$ cat src/rtl/self_trigger_pkg.sv
// Shared types for the ADC self-trigger controller.
package self_trigger_pkg;

    // Acquisition sequencer states.
    typedef enum logic [2:0] {
        IDLE,
        WAIT_RECORD,
        PRE_FILL,
        WAIT_TRIGGER,
        POST_CAPTURE,
        LOCK
    } state_t;

    // Width of a channel index; a single channel still needs one bit.
    function automatic int chIdxW(input int numCh);
        return (numCh > 1) ? $clog2(numCh) : 1;
    endfunction

endpackage

$ cat src/rtl/self_trigger_ctrl_if.sv
// Control/sample bus between the capture host and the self-trigger controller.
interface self_trigger_ctrl_if #(
    parameter int NUM_CH = 4,
    parameter int DATA_W = 8,
    parameter int CNT_W  = 12,
    parameter int TO_W   = 24
);
    import self_trigger_pkg::*;

    localparam int CH_W = chIdxW(NUM_CH);

    logic                     self_trigger_mode;
    logic                     record_cmd;
    logic                     auto_rearm;
    logic [NUM_CH-1:0]        ch_enable;
    logic [NUM_CH*DATA_W-1:0] ch_sample;
    logic                     sample_valid;
    logic [DATA_W-1:0]        threshold;
    logic                     rising_edge;
    logic [CNT_W-1:0]         pre_count;
    logic [CNT_W-1:0]         post_count;
    logic [TO_W-1:0]          timeout;
    logic                     read_done;

    logic                     wait_for_trigger;
    logic                     capturing;
    logic                     hold_trigger;
    logic                     trigger_pulse;
    logic [CH_W-1:0]          trig_channel;
    logic                     trig_forced;

    modport master (
        output self_trigger_mode, record_cmd, auto_rearm, ch_enable, ch_sample,
               sample_valid, threshold, rising_edge, pre_count, post_count,
               timeout, read_done,
        input  wait_for_trigger, capturing, hold_trigger, trigger_pulse,
               trig_channel, trig_forced
    );

    modport slave (
        input  self_trigger_mode, record_cmd, auto_rearm, ch_enable, ch_sample,
               sample_valid, threshold, rising_edge, pre_count, post_count,
               timeout, read_done,
        output wait_for_trigger, capturing, hold_trigger, trigger_pulse,
               trig_channel, trig_forced
    );

endinterface

$ cat src/rtl/trigger_crossing_detect.sv
// Per-channel threshold crossing detector: remembers the previous valid
// sample and flags a crossing of the requested polarity on the current one.
module trigger_crossing_detect #(
    parameter int DATA_W = 8
) (
    input  logic              clk,
    input  logic              rst_n,
    input  logic              clear,
    input  logic              sampleValid,
    input  logic              enable,
    input  logic              risingEdge,
    input  logic [DATA_W-1:0] sample,
    input  logic [DATA_W-1:0] threshold,
    output logic              hit
);

    logic [DATA_W-1:0] prevSample;
    logic              prevValid;
    logic              prevAbove;
    logic              curAbove;

    // Track the last valid sample; clear wins so the first sample after
    // arming only primes the history and can never fire.
    always_ff @(posedge clk or negedge rst_n) begin
        if (!rst_n) begin
            prevSample <= '0;
            prevValid  <= 1'b0;
        end else if (clear) begin
            prevValid  <= 1'b0;
        end else if (sampleValid) begin
            prevSample <= sample;
            prevValid  <= 1'b1;
        end
    end

    // Unsigned level compare against the shared threshold.
    always_comb begin
        prevAbove = (prevSample >= threshold);
        curAbove  = (sample >= threshold);
        hit       = enable && sampleValid && prevValid &&
                    (risingEdge ? (!prevAbove && curAbove) : (prevAbove && !curAbove));
    end

endmodule

$ cat src/rtl/self_trigger_ctrl.sv
// Multi-channel self-trigger controller: sequences arm, pre-fill, trigger
// wait, post-capture and read lock, with forced-trigger timeout and rearm.
module self_trigger_ctrl
    import self_trigger_pkg::*;
#(
    parameter int NUM_CH = 4,
    parameter int DATA_W = 8,
    parameter int CNT_W  = 12,
    parameter int TO_W   = 24
) (
    input  logic               clk,
    input  logic               rst_n,
    self_trigger_ctrl_if.slave bus
);

    localparam int CH_W = chIdxW(NUM_CH);

    state_t            state, nextState;
    logic [CNT_W-1:0]  cnt;
    logic [CNT_W-1:0]  preQ, postQ;
    logic [TO_W-1:0]   toCnt, timeoutQ;
    logic [DATA_W-1:0] thrQ;
    logic              risingQ;

    logic [NUM_CH-1:0] hit;
    logic [CH_W-1:0]   hitCh;
    logic              anyHit, forceHit, fire, detClear, startAcq;

    logic              trigPulseQ, trigForcedQ;
    logic [CH_W-1:0]   trigChQ;

    trigger_crossing_detect #(.DATA_W(DATA_W)) uDet [NUM_CH-1:0] (
        .clk        (clk),
        .rst_n      (rst_n),
        .clear      (detClear),
        .sampleValid(bus.sample_valid),
        .enable     (bus.ch_enable),
        .risingEdge (risingQ),
        .sample     (bus.ch_sample),
        .threshold  (thrQ),
        .hit        (hit)
    );

    // Lowest channel index wins when several cross together.
    always_comb begin
        hitCh = '0;
        for (int i = NUM_CH - 1; i >= 0; i--) begin
            if (hit[i]) hitCh = CH_W'(i);
        end
    end

    assign anyHit   = |hit;
    assign forceHit = (timeoutQ != '0) && (toCnt == timeoutQ);

    // State register.
    always_ff @(posedge clk or negedge rst_n) begin
        if (!rst_n) state <= IDLE;
        else        state <= nextState;
    end

    // Next-state logic; dropping mode aborts everything except LOCK.
    always_comb begin
        nextState = state;
        case (state)
            IDLE: begin
                if (bus.self_trigger_mode) nextState = WAIT_RECORD;
            end
            WAIT_RECORD: begin
                if (!bus.self_trigger_mode) nextState = IDLE;
                else if (bus.record_cmd)
                    nextState = (bus.pre_count == '0) ? WAIT_TRIGGER : PRE_FILL;
            end
            PRE_FILL: begin
                if (!bus.self_trigger_mode) nextState = IDLE;
                else if (bus.sample_valid && (cnt + CNT_W'(1)) == preQ)
                    nextState = WAIT_TRIGGER;
            end
            WAIT_TRIGGER: begin
                if (!bus.self_trigger_mode) nextState = IDLE;
                else if (anyHit || forceHit) nextState = POST_CAPTURE;
            end
            POST_CAPTURE: begin
                if (!bus.self_trigger_mode) nextState = IDLE;
                else if (postQ == '0 ||
                         (bus.sample_valid && (cnt + CNT_W'(1)) == postQ))
                    nextState = LOCK;
            end
            LOCK: begin
                if (bus.read_done) begin
                    if (!bus.self_trigger_mode) nextState = IDLE;
                    else if (bus.auto_rearm)
                        nextState = (bus.pre_count == '0) ? WAIT_TRIGGER : PRE_FILL;
                    else nextState = WAIT_RECORD;
                end
            end
            default: nextState = IDLE;
        endcase
    end

    assign fire     = (state == WAIT_TRIGGER) && (nextState == POST_CAPTURE);
    assign detClear = (state != WAIT_TRIGGER) && (nextState == WAIT_TRIGGER);
    assign startAcq = ((state == WAIT_RECORD) || (state == LOCK)) &&
                      ((nextState == PRE_FILL) || (nextState == WAIT_TRIGGER));

    // Sample counter for pre-fill / post-capture; cleared on any state change.
    always_ff @(posedge clk or negedge rst_n) begin
        if (!rst_n)
            cnt <= '0;
        else if (nextState != state)
            cnt <= '0;
        else if ((state == PRE_FILL || state == POST_CAPTURE) &&
                 bus.sample_valid && cnt != '1)
            cnt <= cnt + CNT_W'(1);
    end

    // Timeout counter: reads k on the k-th cycle after entering WAIT_TRIGGER.
    always_ff @(posedge clk or negedge rst_n) begin
        if (!rst_n)
            toCnt <= '0;
        else if (state == WAIT_TRIGGER && nextState == WAIT_TRIGGER)
            toCnt <= toCnt + TO_W'(1);
        else
            toCnt <= '0;
    end

    // Freeze acquisition settings when an acquisition starts, so host-side
    // changes only take effect on the next one.
    always_ff @(posedge clk or negedge rst_n) begin
        if (!rst_n) begin
            preQ     <= '0;
            postQ    <= '0;
            timeoutQ <= '0;
            thrQ     <= '0;
            risingQ  <= 1'b0;
        end else if (startAcq) begin
            preQ     <= bus.pre_count;
            postQ    <= bus.post_count;
            timeoutQ <= bus.timeout;
            thrQ     <= bus.threshold;
            risingQ  <= bus.rising_edge;
        end
    end

    // Trigger report: pulse for one cycle, channel/forced hold until the next.
    always_ff @(posedge clk or negedge rst_n) begin
        if (!rst_n) begin
            trigPulseQ  <= 1'b0;
            trigChQ     <= '0;
            trigForcedQ <= 1'b0;
        end else begin
            trigPulseQ <= fire;
            if (fire) begin
                trigChQ     <= anyHit ? hitCh : '0;
                trigForcedQ <= !anyHit;
            end
        end
    end

    assign bus.wait_for_trigger = (state == WAIT_TRIGGER);
    assign bus.capturing        = (state == PRE_FILL) || (state == WAIT_TRIGGER) ||
                                  (state == POST_CAPTURE);
    assign bus.hold_trigger     = (state == LOCK);
    assign bus.trigger_pulse    = trigPulseQ;
    assign bus.trig_channel     = trigChQ;
    assign bus.trig_forced      = trigForcedQ;

endmodule

$ cat src/flat_wrapper.sv
// flat-port wrapper written by rule: the top's interface ports become plain ports
module self_trigger_ctrl_flat import self_trigger_pkg::*;
#(
    parameter int NUM_CH = 4,
    parameter int DATA_W = 8,
    parameter int CNT_W  = 12,
    parameter int TO_W   = 24
)
  (clk, rst_n, bus_self_trigger_mode, bus_record_cmd, bus_auto_rearm, bus_ch_enable, bus_ch_sample, bus_sample_valid, bus_threshold, bus_rising_edge, bus_pre_count, bus_post_count, bus_timeout, bus_read_done, bus_wait_for_trigger, bus_capturing, bus_hold_trigger, bus_trigger_pulse, bus_trig_channel, bus_trig_forced);
  self_trigger_ctrl_if #(.NUM_CH(NUM_CH), .DATA_W(DATA_W), .CNT_W(CNT_W), .TO_W(TO_W)) bus_i ();
  input  logic clk;
  input  logic rst_n;
  input wire logic [$bits(bus_i.self_trigger_mode)-1:0] bus_self_trigger_mode;
  input wire logic [$bits(bus_i.record_cmd)-1:0] bus_record_cmd;
  input wire logic [$bits(bus_i.auto_rearm)-1:0] bus_auto_rearm;
  input wire logic [$bits(bus_i.ch_enable)-1:0] bus_ch_enable;
  input wire logic [$bits(bus_i.ch_sample)-1:0] bus_ch_sample;
  input wire logic [$bits(bus_i.sample_valid)-1:0] bus_sample_valid;
  input wire logic [$bits(bus_i.threshold)-1:0] bus_threshold;
  input wire logic [$bits(bus_i.rising_edge)-1:0] bus_rising_edge;
  input wire logic [$bits(bus_i.pre_count)-1:0] bus_pre_count;
  input wire logic [$bits(bus_i.post_count)-1:0] bus_post_count;
  input wire logic [$bits(bus_i.timeout)-1:0] bus_timeout;
  input wire logic [$bits(bus_i.read_done)-1:0] bus_read_done;
  output wire logic [$bits(bus_i.wait_for_trigger)-1:0] bus_wait_for_trigger;
  output wire logic [$bits(bus_i.capturing)-1:0] bus_capturing;
  output wire logic [$bits(bus_i.hold_trigger)-1:0] bus_hold_trigger;
  output wire logic [$bits(bus_i.trigger_pulse)-1:0] bus_trigger_pulse;
  output wire logic [$bits(bus_i.trig_channel)-1:0] bus_trig_channel;
  output wire logic [$bits(bus_i.trig_forced)-1:0] bus_trig_forced;
  assign bus_i.self_trigger_mode = bus_self_trigger_mode;
  assign bus_i.record_cmd = bus_record_cmd;
  assign bus_i.auto_rearm = bus_auto_rearm;
  assign bus_i.ch_enable = bus_ch_enable;
  assign bus_i.ch_sample = bus_ch_sample;
  assign bus_i.sample_valid = bus_sample_valid;
  assign bus_i.threshold = bus_threshold;
  assign bus_i.rising_edge = bus_rising_edge;
  assign bus_i.pre_count = bus_pre_count;
  assign bus_i.post_count = bus_post_count;
  assign bus_i.timeout = bus_timeout;
  assign bus_i.read_done = bus_read_done;
  assign bus_wait_for_trigger = bus_i.wait_for_trigger;
  assign bus_capturing = bus_i.capturing;
  assign bus_hold_trigger = bus_i.hold_trigger;
  assign bus_trigger_pulse = bus_i.trigger_pulse;
  assign bus_trig_channel = bus_i.trig_channel;
  assign bus_trig_forced = bus_i.trig_forced;
  self_trigger_ctrl #(.NUM_CH(NUM_CH), .DATA_W(DATA_W), .CNT_W(CNT_W), .TO_W(TO_W)) u_core (.clk(clk), .rst_n(rst_n), .bus(bus_i));
endmodule
$ cat config.mk
export PLATFORM = sky130hd
export DESIGN_NAME = self_trigger_ctrl_flat
export DESIGN_NICKNAME = d
export VERILOG_FILES = /design/src/rtl/self_trigger_pkg.sv /design/src/rtl/self_trigger_ctrl_if.sv /design/src/rtl/trigger_crossing_detect.sv /design/src/rtl/self_trigger_ctrl.sv /design/src/flat_wrapper.sv
export SDC_FILE = /design/constraint.sdc
export NUM_CORES = 1
export LEC_CHECK = 0
export ABC_AREA = 1
export CAP_MARGIN = 30
export CORE_MARGIN = 5
export CORE_UTILIZATION = 45
export DETAILED_ROUTE_END_ITERATION = 8
export PLACE_DENSITY = 0.67
export RECOVER_POWER = 50
export SLEW_MARGIN = 10
export SYNTH_ARGS = -nofsm -noshare
export SYNTH_HDL_FRONTEND = slang
export SYNTH_SLANG_ARGS = --single-unit
$ cat constraint.sdc
create_clock -name clk -period 3.07 [get_ports clk]
set_input_delay 0.4605 -clock clk [delete_from_list [all_inputs] [get_ports clk]]
set_output_delay 0.4605 -clock clk [all_outputs]
set_load 0.1 [all_outputs]
==> qor.csv <==
metric;value;unit
die area;21580;um2
Nets;1425;
f_max;356.9;MHz
commonest non-fill, non-tap cell in the layout;nand2_1;
DIE WIDTH;146.9;um
Yosys warnings;0;
PD cells;845.1;nW/um2
number of global-route vias before repair;7417;
Final Hold Vio Count;0;
drt wl/cell;14.66;um
area post-placement;9853;um2
GR met1 Demand/Resource;26.77;%
Hold Crit Endpoint;u_core.uDet[1].prevSample[0]$_DFFE_PN0P_;
FF-to-FF path depth;22;
GRT overflow;0;
top cell type by total area after synthesis;dfrtp_1;
min cycle time layout;2.802;ns
CP required;3.41;ns
share of cells above drive strength 1;8.412;%
Synth Register Bits;133;
post-synthesis async set-or-reset flop share;100.0;%
Hold Path Depth;2;
leak pwr;0.005212;uW
post-synthesis cell count;1136;
Final ANT Viol Nets;0;
WP data arrival;3.14;ns
final WL;22.08;mm
r2r setup slk;0.27;ns
failing checks;max-capacitance violations, max-slew violations;
syn_nets;1302;
post-synth top area share;39.45;%
Peak VDD IR;0.6246;mV
CORE AREA;18580;um2
Fin Clk Skew;0.008291;ns
gr usage total;20.33;%
DR vias;7680;
setup violators final;0;
Die Ht;146.9;um
Worst-path clk slew;0.06;ns
dpl hpwl;15.99;mm
fin area;10590;um2
worst-margin pin slew;2.191;ns
Vias/cell;5.100;
largest net degree at the start of global routing;86;
diodes inserted;0;
post-synthesis sequential area ratio;39.45;%
CTS sink cnt;133;
clock tree root driver cell;clkbuf_16;
GR peak layer;met2;
period utilization;91.27;%
WS Path Type;reg2reg;
Area contributors post-synth;dfrtp_1 (39%), nand2_1 (16%), ha_1 (9.8%), nand3_1 (6.9%), nor2_1 (5.2%);
PortBufs;106;
CTS buffer count;17;
RSZ-0062 raised after global routing;false;
Synth-to-Final Area Change;25.57;%
H-tree depth;4;
worst hold path class;reg2reg;
clk buf depth;2;
Yosys cell types;40;
initial antenna violation count;1;
Critical Path Sink Type;flip-flop;
M2 GR Usage;33.97;%
max cap viols;1;
later-pin clock latency in the skew report;0.43;ns
Max FO, Critical Path;12;
most frequent cells in the layout;nand2_1 (359), dfrtp_1 (131), nand3_1 (117);
Post-synth EDFFs;0;
Avg Synthesized Cell Area;7.426;um2
R2R Path End;u_core.cnt[1]$_DFFE_PN0P_;
residual DRC count;0;
Slew Limit Fails;86;
CTS tree;built;
status;complete, but fails checks;
met3 global-route usage;4.719;%
Hold Crit Start;u_core.uDet[1].prevSample[0]$_DFFE_PN0P_;
Initial DRT Pass Iterations;5;
Initial Util;45.40;%
cell area after synthesis;8436;um2
Hold-fix buffers, CTS;0;
Relative slew margins;-46.08;%
CP Launch Type;flip-flop;
Post-synth top flop;dfrtp_1;
Setup TNS;0;ns
Cell Rows;50;
reg2reg start;u_core.thrQ[1]$_DFFE_PN0P_;
DRT iter0 DRCs;487;
I/O Pins;107;
Final GP Congestion;0.8582;
first-pass GRT wire length;35.87;mm
[cell usage after synthesis (3+ instances only)]
| library cell | n |
|---|---|
| nor3_2 | 10 |
| buf_2 | 10 |
| nand2_1 | 359 |
| buf_1 | 3 |
| dfrtp_1 | 133 |
| a21oi_1 | 50 |
| nor2_1 | 117 |
| o21a_1 | 3 |
| o21ai_0 | 15 |
| xor2_1 | 6 |
| nor3_1 | 16 |
| nor3b_1 | 4 |
| o21bai_1 | 5 |
| nor2_2 | 4 |
| inv_2 | 5 |
| ha_1 | 66 |
| clkbuf_1 | 11 |
| buf_6 | 4 |
| nor4_1 | 18 |
| nand3_1 | 117 |
| inv_1 | 111 |
| xnor2_1 | 28 |
| nand4_1 | 16 |
[state kept, by name, indices dropped and copies added, names as in the netlist]
register                  count
u_core.risingQ                1
u_core.preQ                  12
u_core.bus.trig_forced        1
u_core.thrQ                   8
u_core.timeoutQ              24
u_core.bus.trigger_pulse      1
u_core.bus.trig_channel       2
u_core.uDet.prevValid         1
u_core.uDet.prevSample       32
u_core.cnt                   12
u_core.postQ                 12
u_core.toCnt                 24
u_core.state                  3
[power by group]
| group | internal, uW | leakage [uW] | total (uW) | switching (uW) |
|---|---|---|---|---|
| logic | 1590 | 0.00325 | 4070 | 2480 |
| clock network | 1230 | 0.000298 | 2120 | 888 |
| registers | 2280 | 0.00166 | 2760 | 476 |
[final cells by class]
type / count / area (um2)
Inverter: 117 / 454.2
Multi-Input combinational cell: 855 / 4567
Clock buffer: 17 / 425.4
Timing Repair inverter: 2 / 15.01
Timing Repair Buffer: 133 / 1325
Sequential cell: 133 / 3331
Tap cell: 234 / 292.8
Clock inverter: 15 / 182.7
Fill cell: 1729 / 7988
[stage by stage]
stage,std cells,setup slack [ns],hold WS (ns),util [%],power (uW)
CTS,1499,0.1550,0.1353,56.30,8821
global placement,1467,0.07123,0.4543,53.03,6564
finish,1506,0.2682,0.4735,57.01,8951
floorplan,1136,0.08401,0.1649,-,5483
global route,1506,0.004309,0.4976,57.01,9697
detailed placement,1467,0.01235,0.4599,53.03,6676
[worst max path at each step]
stage	from	to	cells past startpoint
after floorplan	u_core.state[1]$_DFF_PN0_	u_core.cnt[8]$_DFFE_PN0P_	9
after global placement	bus_ch_sample[16]	u_core.cnt[1]$_DFFE_PN0P_	22
after detailed placement	bus_ch_sample[8]	u_core.cnt[1]$_DFFE_PN0P_	22
after CTS	u_core.thrQ[1]$_DFFE_PN0P_	u_core.cnt[1]$_DFFE_PN0P_	19
after global routing	u_core.thrQ[5]$_DFFE_PN0P_	u_core.cnt[1]$_DFFE_PN0P_	20
final	u_core.thrQ[1]$_DFFE_PN0P_	u_core.cnt[1]$_DFFE_PN0P_	22
[critical path, stage by stage (launching register included)]
cell and delay [ns]:
dfrtp_2 0.38, buf_4 0.14, clkinvlp_4 0.17, ha_1 0.33, inv_1 0.06, nor2_1 0.03
o21bai_1 0.11, nand2_1 0.07, nand2_1 0.08, nand2_1 0.05, nand2_1 0.05, nand2_1 0.07
nand3_1 0.07, nand2_1 0.12, nor2_4 0.13, buf_4 0.15, nand2_1 0.05, nand2_1 0.08
nand3_1 0.07, nand2_1 0.08, nand3_1 0.11, buf_12 0.18, nor3_1 0.15
[kinds of logic (layout without fill, tap and decap cells)]
family          Yosys count  in the layout  synth area share, %
compound gates           79             79                5.058
buf+inv                 148            284                7.194
xor+xnor                 34             34                3.530
flops                   133            133                39.45
fa+ha+maj                66             66                9.789
simple gates            676            676                34.97
[what timing repair did]
| item | 4_1_cts | 5_1_grt |
|---|---|---|
| resized for setup | 0 | 14 |
| endpoints found under the setup margin | 0 | 80 |
| setup buffers | 0 | 5 |
[per-layer routing]
metal	part of all wire, %	up-vias
met1	46	3558
met2	48	159
met3	5.1	26
met5	0.032	-
li1	-	3935
met4	1.5	2
Note: power is estimated with default switching activity, not from simulation.
